`src/rtl/keypad_scan16.sv`:
```
// keypad_scan16: 4x4 keypad row scanner with frame-level debounce and an ack handshake.
// Macro KEYPAD_SCAN16_DEBOUNCE_EN enables multi-frame qualification (QUAL state).
module keypad_scan16 #(
  parameter int ROW_DWELL      = 4,
  parameter int DEBOUNCE_SCANS = 3
) (
  input  logic        clk,
  input  logic        reset,
  input  logic [3:0]  col,
  output logic [3:0]  row,
  output logic [15:0] out,
  output logic        valid,
  input  logic        ack
);

  localparam logic [7:0] LP_LAST_DWELL = 8'(ROW_DWELL - 1);

`ifdef KEYPAD_SCAN16_DEBOUNCE_EN
  localparam logic [3:0] LP_DEBOUNCE = 4'(DEBOUNCE_SCANS);
  typedef enum logic [1:0] {IDLE = 2'd0, QUAL = 2'd1, HELD = 2'd2, WAITREL = 2'd3} state_t;
`else
  typedef enum logic [1:0] {IDLE = 2'd0, HELD = 2'd2, WAITREL = 2'd3} state_t;
`endif

  logic [7:0]  r_dwell;
  logic [1:0]  r_rowIdx;
  logic [3:0]  r_row;
  logic [11:0] r_frame;
  logic [15:0] r_out;
  logic        r_valid;
  state_t      r_state;
`ifdef KEYPAD_SCAN16_DEBOUNCE_EN
  logic [15:0] r_cand;
  logic [3:0]  r_count;
`endif

  logic        w_sample;
  logic        w_frameDone;
  logic [15:0] w_frame;
  logic        w_single;
  logic        w_release;

  // Row 3 is never stored: the completed frame takes its nibble straight from col.
  assign w_sample    = (r_dwell == LP_LAST_DWELL);
  assign w_frameDone = w_sample && (r_rowIdx == 2'd3);
  assign w_frame     = {col, r_frame};
  assign w_single    = (w_frame != 16'h0000) && ((w_frame & (w_frame - 16'h0001)) == 16'h0000);
  assign w_release   = (w_frame == 16'h0000);

  assign row   = r_row;
  assign out   = r_out;
  assign valid = r_valid;

  always_ff @(posedge clk or posedge reset) begin
    if (reset) begin
      r_dwell  <= 8'd0;
      r_rowIdx <= 2'd0;
      r_row    <= 4'b0001;
      r_frame  <= 12'h000;
    end else if (w_sample) begin
      r_dwell  <= 8'd0;
      r_rowIdx <= r_rowIdx + 2'd1;
      r_row    <= {r_row[2:0], r_row[3]};
      case (r_rowIdx)
        2'd0:    r_frame[3:0]  <= col;
        2'd1:    r_frame[7:4]  <= col;
        2'd2:    r_frame[11:8] <= col;
        default: ;
      endcase
    end else begin
      r_dwell <= r_dwell + 8'd1;
    end
  end

  // Capture loads out and valid on the same frame-completing edge that enters HELD.
  always_ff @(posedge clk or posedge reset) begin
    if (reset) begin
      r_state <= IDLE;
      r_out   <= 16'h0000;
      r_valid <= 1'b0;
`ifdef KEYPAD_SCAN16_DEBOUNCE_EN
      r_cand  <= 16'h0000;
      r_count <= 4'd0;
`endif
    end else begin
      case (r_state)
        IDLE: begin
          if (w_frameDone && w_single) begin
`ifdef KEYPAD_SCAN16_DEBOUNCE_EN
            if (LP_DEBOUNCE <= 4'd1) begin
              r_out   <= w_frame;
              r_valid <= 1'b1;
              r_state <= HELD;
            end else begin
              r_cand  <= w_frame;
              r_count <= 4'd1;
              r_state <= QUAL;
            end
`else
            r_out   <= w_frame;
            r_valid <= 1'b1;
            r_state <= HELD;
`endif
          end
        end
`ifdef KEYPAD_SCAN16_DEBOUNCE_EN
        QUAL: begin
          if (w_frameDone) begin
            if (w_frame == r_cand) begin
              if (r_count + 4'd1 >= LP_DEBOUNCE) begin
                r_out   <= r_cand;
                r_valid <= 1'b1;
                r_count <= 4'd0;
                r_state <= HELD;
              end else begin
                r_count <= r_count + 4'd1;
              end
            end else begin
              r_count <= 4'd0;
              r_state <= IDLE;
            end
          end
        end
`endif
        HELD: begin
          if (ack) begin
            r_out   <= 16'h0000;
            r_valid <= 1'b0;
            r_state <= WAITREL;
          end
        end
        WAITREL: begin
          if (w_frameDone && w_release) begin
            r_state <= IDLE;
          end
        end
        default: r_state <= IDLE;
      endcase
    end
  end

endmodule
```
`config.mk`:
```
export PLATFORM = sky130hd
export DESIGN_NAME = keypad_scan16
export DESIGN_NICKNAME = d
export VERILOG_FILES = /design/src/rtl/keypad_scan16.sv
export SDC_FILE = /design/constraint.sdc
export NUM_CORES = 1
export LEC_CHECK = 0
export CAP_MARGIN = 20
export CELL_PAD_IN_SITES_DETAIL_PLACEMENT = 0
export CELL_PAD_IN_SITES_GLOBAL_PLACEMENT = 1
export CORE_MARGIN = 4
export CORE_UTILIZATION = 30
export DETAILED_ROUTE_END_ITERATION = 6
export GPL_TIMING_DRIVEN = 0
export PLACE_DENSITY = 0.56
export SYNTH_ARGS = -nofsm -noshare
export SYNTH_HDL_FRONTEND = slang
export SYNTH_SLANG_ARGS = --single-unit
```
`constraint.sdc`:
```
create_clock -name clk -period 6.8 [get_ports clk]
set_input_delay 1.36 -clock clk [delete_from_list [all_inputs] [get_ports clk]]
set_output_delay 1.36 -clock clk [all_outputs]
set_load 0.05 [all_outputs]
```
* After elaboration in Yosys (flattened, before gate mapping)
Cells that the tools add are included.
** Storage, ports and cells
- Register bits :: 45
- Output and inout port bits :: 21
** Cells by class
- Reduce and logical (&&, ||, !) cells :: 15
- Add/subtract/negate cells :: 3
- Mux-type cells :: 11
- Eq/ne operators :: 9
- Bitwise operators :: 1
** Operator list (count)
- $logic_not A16 Y1 :: 2
- $mux W16 :: 2
- $pmux W16 S2 :: 1
- $and A16 B16 Y16 :: 1
- $reduce_bool A16 Y1 :: 1
- $sub A16 B1 Y16 const B :: 1
- $add A8 B1 Y8 const B :: 1
- $eq A2 B2 Y1 const B :: 4
- $eq A8 B2 Y1 const B :: 1
- $mux W8 :: 1
- $mux W2 :: 3
- $ne A2 B2 Y1 const B :: 3
- $pmux W2 S3 :: 1
- $reduce_and A2 Y1 :: 3
- $reduce_and A3 Y1 :: 2
- $logic_and A1 B1 Y1 :: 4
- $logic_not A2 Y1 :: 2
- $add A2 B1 Y2 const B :: 1
- $eq A2 B1 Y1 const B :: 1
- $mux W1 :: 2
- $pmux W1 S2 :: 1
- $reduce_bool A2 Y1 :: 1

* Depth between registers and ports, before layout
- Depth in word-level cells :: 7
- Depth in mapped cells :: 8
- Depth with buffers taken out :: 6

* Worst setup path after synthesis
No wires, ideal clock.
- Path type :: input -> register
- Start point :: input col[3]
- End point :: register r_out[15], in the netlist out[15]
- Stages on the path :: 7
- Slack :: 3.945 ns
- Data arrival time :: 2.775 ns
- Buffers on the path :: 2
- Data required time :: 6.721 ns
- Cell sequence :: or4_1 > nor4_1 > a211oi_1 > o2111ai_1 > buf_6 > buf_12 > mux2i_1
** Between the ends
- Longest elaborated chain between the ends :: 7
- Elaborated cells on any way between the ends :: 10
** RTL lines
- from (decl) :: RTL line 9 : input logic [3:0] col,
- $sub A16 B1 Y16 :: RTL line 47 : assign w_single = (w_frame != 16'h0000) && ((w_frame & (w_frame - 16'h0001)) == 16'h0000);
- $and A16 B16 Y16 :: RTL line 47
- $logic_not A16 Y1 :: RTL line 47
- $logic_and A1 B1 Y1 :: RTL line 47
- $logic_and A1 B1 Y1 :: RTL line 88 : if (w_frameDone && w_single) begin
- $ne A2 B2 Y1 (no source line)
- $reduce_and A3 Y1 (no source line)
- to (signal assigned) :: RTL line 100 : r_out <= w_frame;
- to (decl) :: RTL line 29 : logic [15:0] r_out;
Parallel ways exist; a longest one is shown, timed or not. The select of a mux whose other input is x is not followed.
A chain may end at the register's enable or synchronous reset.

* Worst setup path in the final report
- Start point :: input col[3]
- End point :: register r_out[7], in the netlist out[7]
** Between the ends
- Longest elaborated chain between the ends :: 7
- Elaborated cells on any way between the ends :: 8
** RTL lines (RTL line)
- $sub A16 B1 Y16 :: 47
- $and A16 B16 Y16 :: 47
- $logic_not A16 Y1 :: 47
- $logic_and A1 B1 Y1 (*) :: 47
- $logic_and A1 B1 Y1 (*) :: 88
- $ne A2 B2 Y1 (no source line) (*)
- $reduce_and A3 Y1 (no source line) (*)
Mark *: on every way between the ends. The rest lies on a longest branch, timed or not.

==> results.sh <==
export IMPL_outcome="finished clean"
export IMPL_drv_slew=0
export IMPL_synth_edff_count=0
export IMPL_setup_viol=0
export IMPL_hold_viol=0
export IMPL_cts_hold_buf=0
export IMPL_clock_path_buffers=2
export IMPL_leakage_uw=0.00128
export IMPL_ys_ff_latch=45
export IMPL_synthXorXnorAreaFrac=0.0291
export IMPL_firstDrtPassIters=4
export IMPL_critical_path_class="in -> reg"
export IMPL_clkTransAtPathRegs_ns=0.08
export IMPL_die_h_um=91.8
export IMPL_netlist_area_leader_share=0.523
export IMPL_crit_arrival_ns=3.41
export IMPL_cts_htree_levels=2
export IMPL_num_rows=30
export IMPL_postCtsSetupBuffers=0
export IMPL_clk_latency_ns=0.29
export IMPL_worst_pin_slew_ns=0.624
export IMPL_cts_made_buffers=5
export IMPL_clock_skew_ns=0.00702
export IMPL_placed_cells=332
export IMPL_synthArstFlopShare=1.00
export IMPL_syn_inst=208
export IMPL_critPathRequiredTime_ns=7.02
export IMPL_wl_per_cell_um=13.2
export IMPL_fmax_mhz=313
export IMPL_synth_top_family_by_area="simple AND/OR/NAND/NOR gates"
export IMPL_cts_root_buf="clkbuf_8"
export IMPL_die_x_um=91.8
export IMPL_post_cts_resized=0
export IMPL_start_util=0.310
export IMPL_fin_cells=340
export IMPL_yosys_warnings=0
export IMPL_rsz0062_at_grt="false"
export IMPL_fin_setup_tns_ns=0
export IMPL_min_period_ns=3.20
export IMPL_grt_max_degree=26
export IMPL_grt_first_pass_wirelength_um=7490
export IMPL_maxCapViolCount=0
export IMPL_fillers=714
export IMPL_synth_adder_area_share=0.0345
export IMPL_max_slew_margin=0.580
export IMPL_syn_cell_area_um2=2100
export IMPL_drt_iter0_markers=68
export IMPL_synth_cell_types=35
export IMPL_num_antenna_cells=0
export IMPL_numPortBuffers=27
export IMPL_num_io_pins=28
export IMPL_syn_to_final_growth_pct=23.8
export IMPL_drive_gt1_frac=0.0574
export IMPL_dr_total_vias=1515
export IMPL_worst_slack_ns=3.60
export IMPL_syn_area_per_cell_um2=10.1
export IMPL_powerDensity_nw_per_um2=181
export IMPL_antenna_found_initial=0
export IMPL_dieArea_um2=8420
export IMPL_cp_start_kind="input port"
export IMPL_cp_end_kind="flop"
export IMPL_synth_seq_area_share=0.536
export IMPL_synth_top_cell_by_area="dfrtp_1"
export IMPL_path_max_fanout=10
export IMPL_synthMuxAreaShare=0.0761
export IMPL_grtUsageTotal=0.113
export IMPL_place_ws_ns=3.30
export IMPL_synth_compound_gate_area_share=0.0898
export IMPL_synth_fp_nets=220
export IMPL_core_um2=6790
export IMPL_min_period_over_period=0.470
export IMPL_synthFlopType="dfrtp_1"
export IMPL_synthSimpleGateAreaFrac=0.181
export IMPL_clkSinkCount=45
export IMPL_drt_wl_total_um=4500
export IMPL_ir_drop_uv=76.8
export IMPL_layout_nets=255
export IMPL_drcViolationCount=0
export IMPL_grt_pass1_vias=1445
export IMPL_hpwl_um=3360
export IMPL_hold_class="reg -> reg"
export IMPL_cts_tree="done"
export IMPL_yosys_top_cells_area="dfrtp_1 (52%), nand2_1 (9.1%), mux2i_1 (7.6%), inv_1 (3.6%), o21ai_0 (3.6%)"
export IMPL_via_per_inst=4.46
export IMPL_gr_total_overflow=0
export IMPL_gp_congestion=0.759
export IMPL_ant_nets=0
==> cell usage after synthesis (all sizes together) (2+ instances only) <==
cell,count
nand2,51
dfrtp,44
inv,20
mux2i,16
o21ai,15
nor2,9
ha,5
nand3,5
xnor2,5
nor4,4
or4,4
a2111oi,3
buf,3
a211oi,2
and2,2
nand4,2
nor3,2
o2111ai,2
xor2,2
==> logic make-up (layout without fill, tap and decap cells) <==
logic type / after synthesis / after routing
xor+xnor: 7 / 7
flops: 45 / 45
fa+ha+maj: 6 / 6
buf+inv: 24 / 60
simple gates: 84 / 84
compound gates: 26 / 26
mux: 16 / 16
==> worst max-delay path: stages <==
cell             delay (ns)
clkdlybuf4s50_1        0.46
or4_1                  0.56
nor4_1                 0.26
a211oi_1               0.10
o2111ai_1              0.12
buf_6                  0.20
buf_12                 0.16
mux2i_1                0.18
==> path summary, 6_finish.rpt <==
check                            from    endpoint  slack [ns]  cells after the start
min in group asynchronous       reset  r_state[1]        1.41                      2
min reg2reg                    row[0]      row[0]        0.47                      2
max reg2reg                r_frame[3]     out[15]        4.48                      7
max in group asynchronous       reset      row[0]        4.82                      3
min                            row[0]      row[0]        0.47                      2
max                            col[3]      out[7]        3.60                      8
==> flip-flops by register name, indices dropped and copies added, names as in the netlist <==
register / cells
row: 4
valid: 1
r_dwell: 8
r_state: 2
out: 16
r_rowIdx: 2
r_frame: 12
==> layout by cell type, fill, tap and decap left out, types with 2 or more instances in the layout <==
master and instances:
a211oi_1 2, or4_1 3, xnor2_1 5, clkbuf_1 3, mux2i_1 16, buf_12 2, o2111ai_1 2, xor2_1 2
nand2_1 51, nor3_1 2, o21ai_0 15, nand4_1 2, and2_1 2, clkbuf_8 6, nand3_1 5, ha_1 5
nor2_1 9, inv_1 19, dfrtp_1 44, a2111oi_0 2, nor4_1 4, clkdlybuf4s50_1 27
==> cell type report <==
class	count	area, um^2	share of cell area
repair buffers	28	290	0.111
multi-input cells	139	863	0.331
well taps	96	120	0.0461
plain buffers	4	38.8	0.0149
flip-flops and latches	45	1130	0.433
inverters	20	75.1	0.0288
clock buffers	8	90.1	0.0346
==> stage by stage <==
stage	hold WS [ns]	utilization	instance area [um^2]	total power [uW]
after floorplan	0.447	-	2100	294
after global placement	0.459	0.367	2490	305
after detailed placement	0.458	0.370	2510	307
after CTS	0.471	0.383	2610	479
after global routing	0.505	0.383	2610	496
final	0.471	0.383	2610	471
==> power breakdown <==
part	switching, uW	total (uW)	internal (uW)
clock network	87.7	171	83.0
logic	14.7	23.5	8.84
registers	5.89	277	271
==> layer usage <==
| metal | share of wire | track usage | wire length (um) | vias to the layer above |
|---|---|---|---|---|
| li1 | - | - | - | 772 |
| met1 | 0.52 | 0.163 | 2350 | 713 |
| met2 | 0.44 | 0.167 | 1970 | 25 |
| met3 | 0.024 | 0.0230 | 110 | 5 |
| met4 | 0.016 | 0.0371 | 73 | 0 |
| met5 | 0 | 0 | 0 | - |
Power figures use the tool's default switching activity.
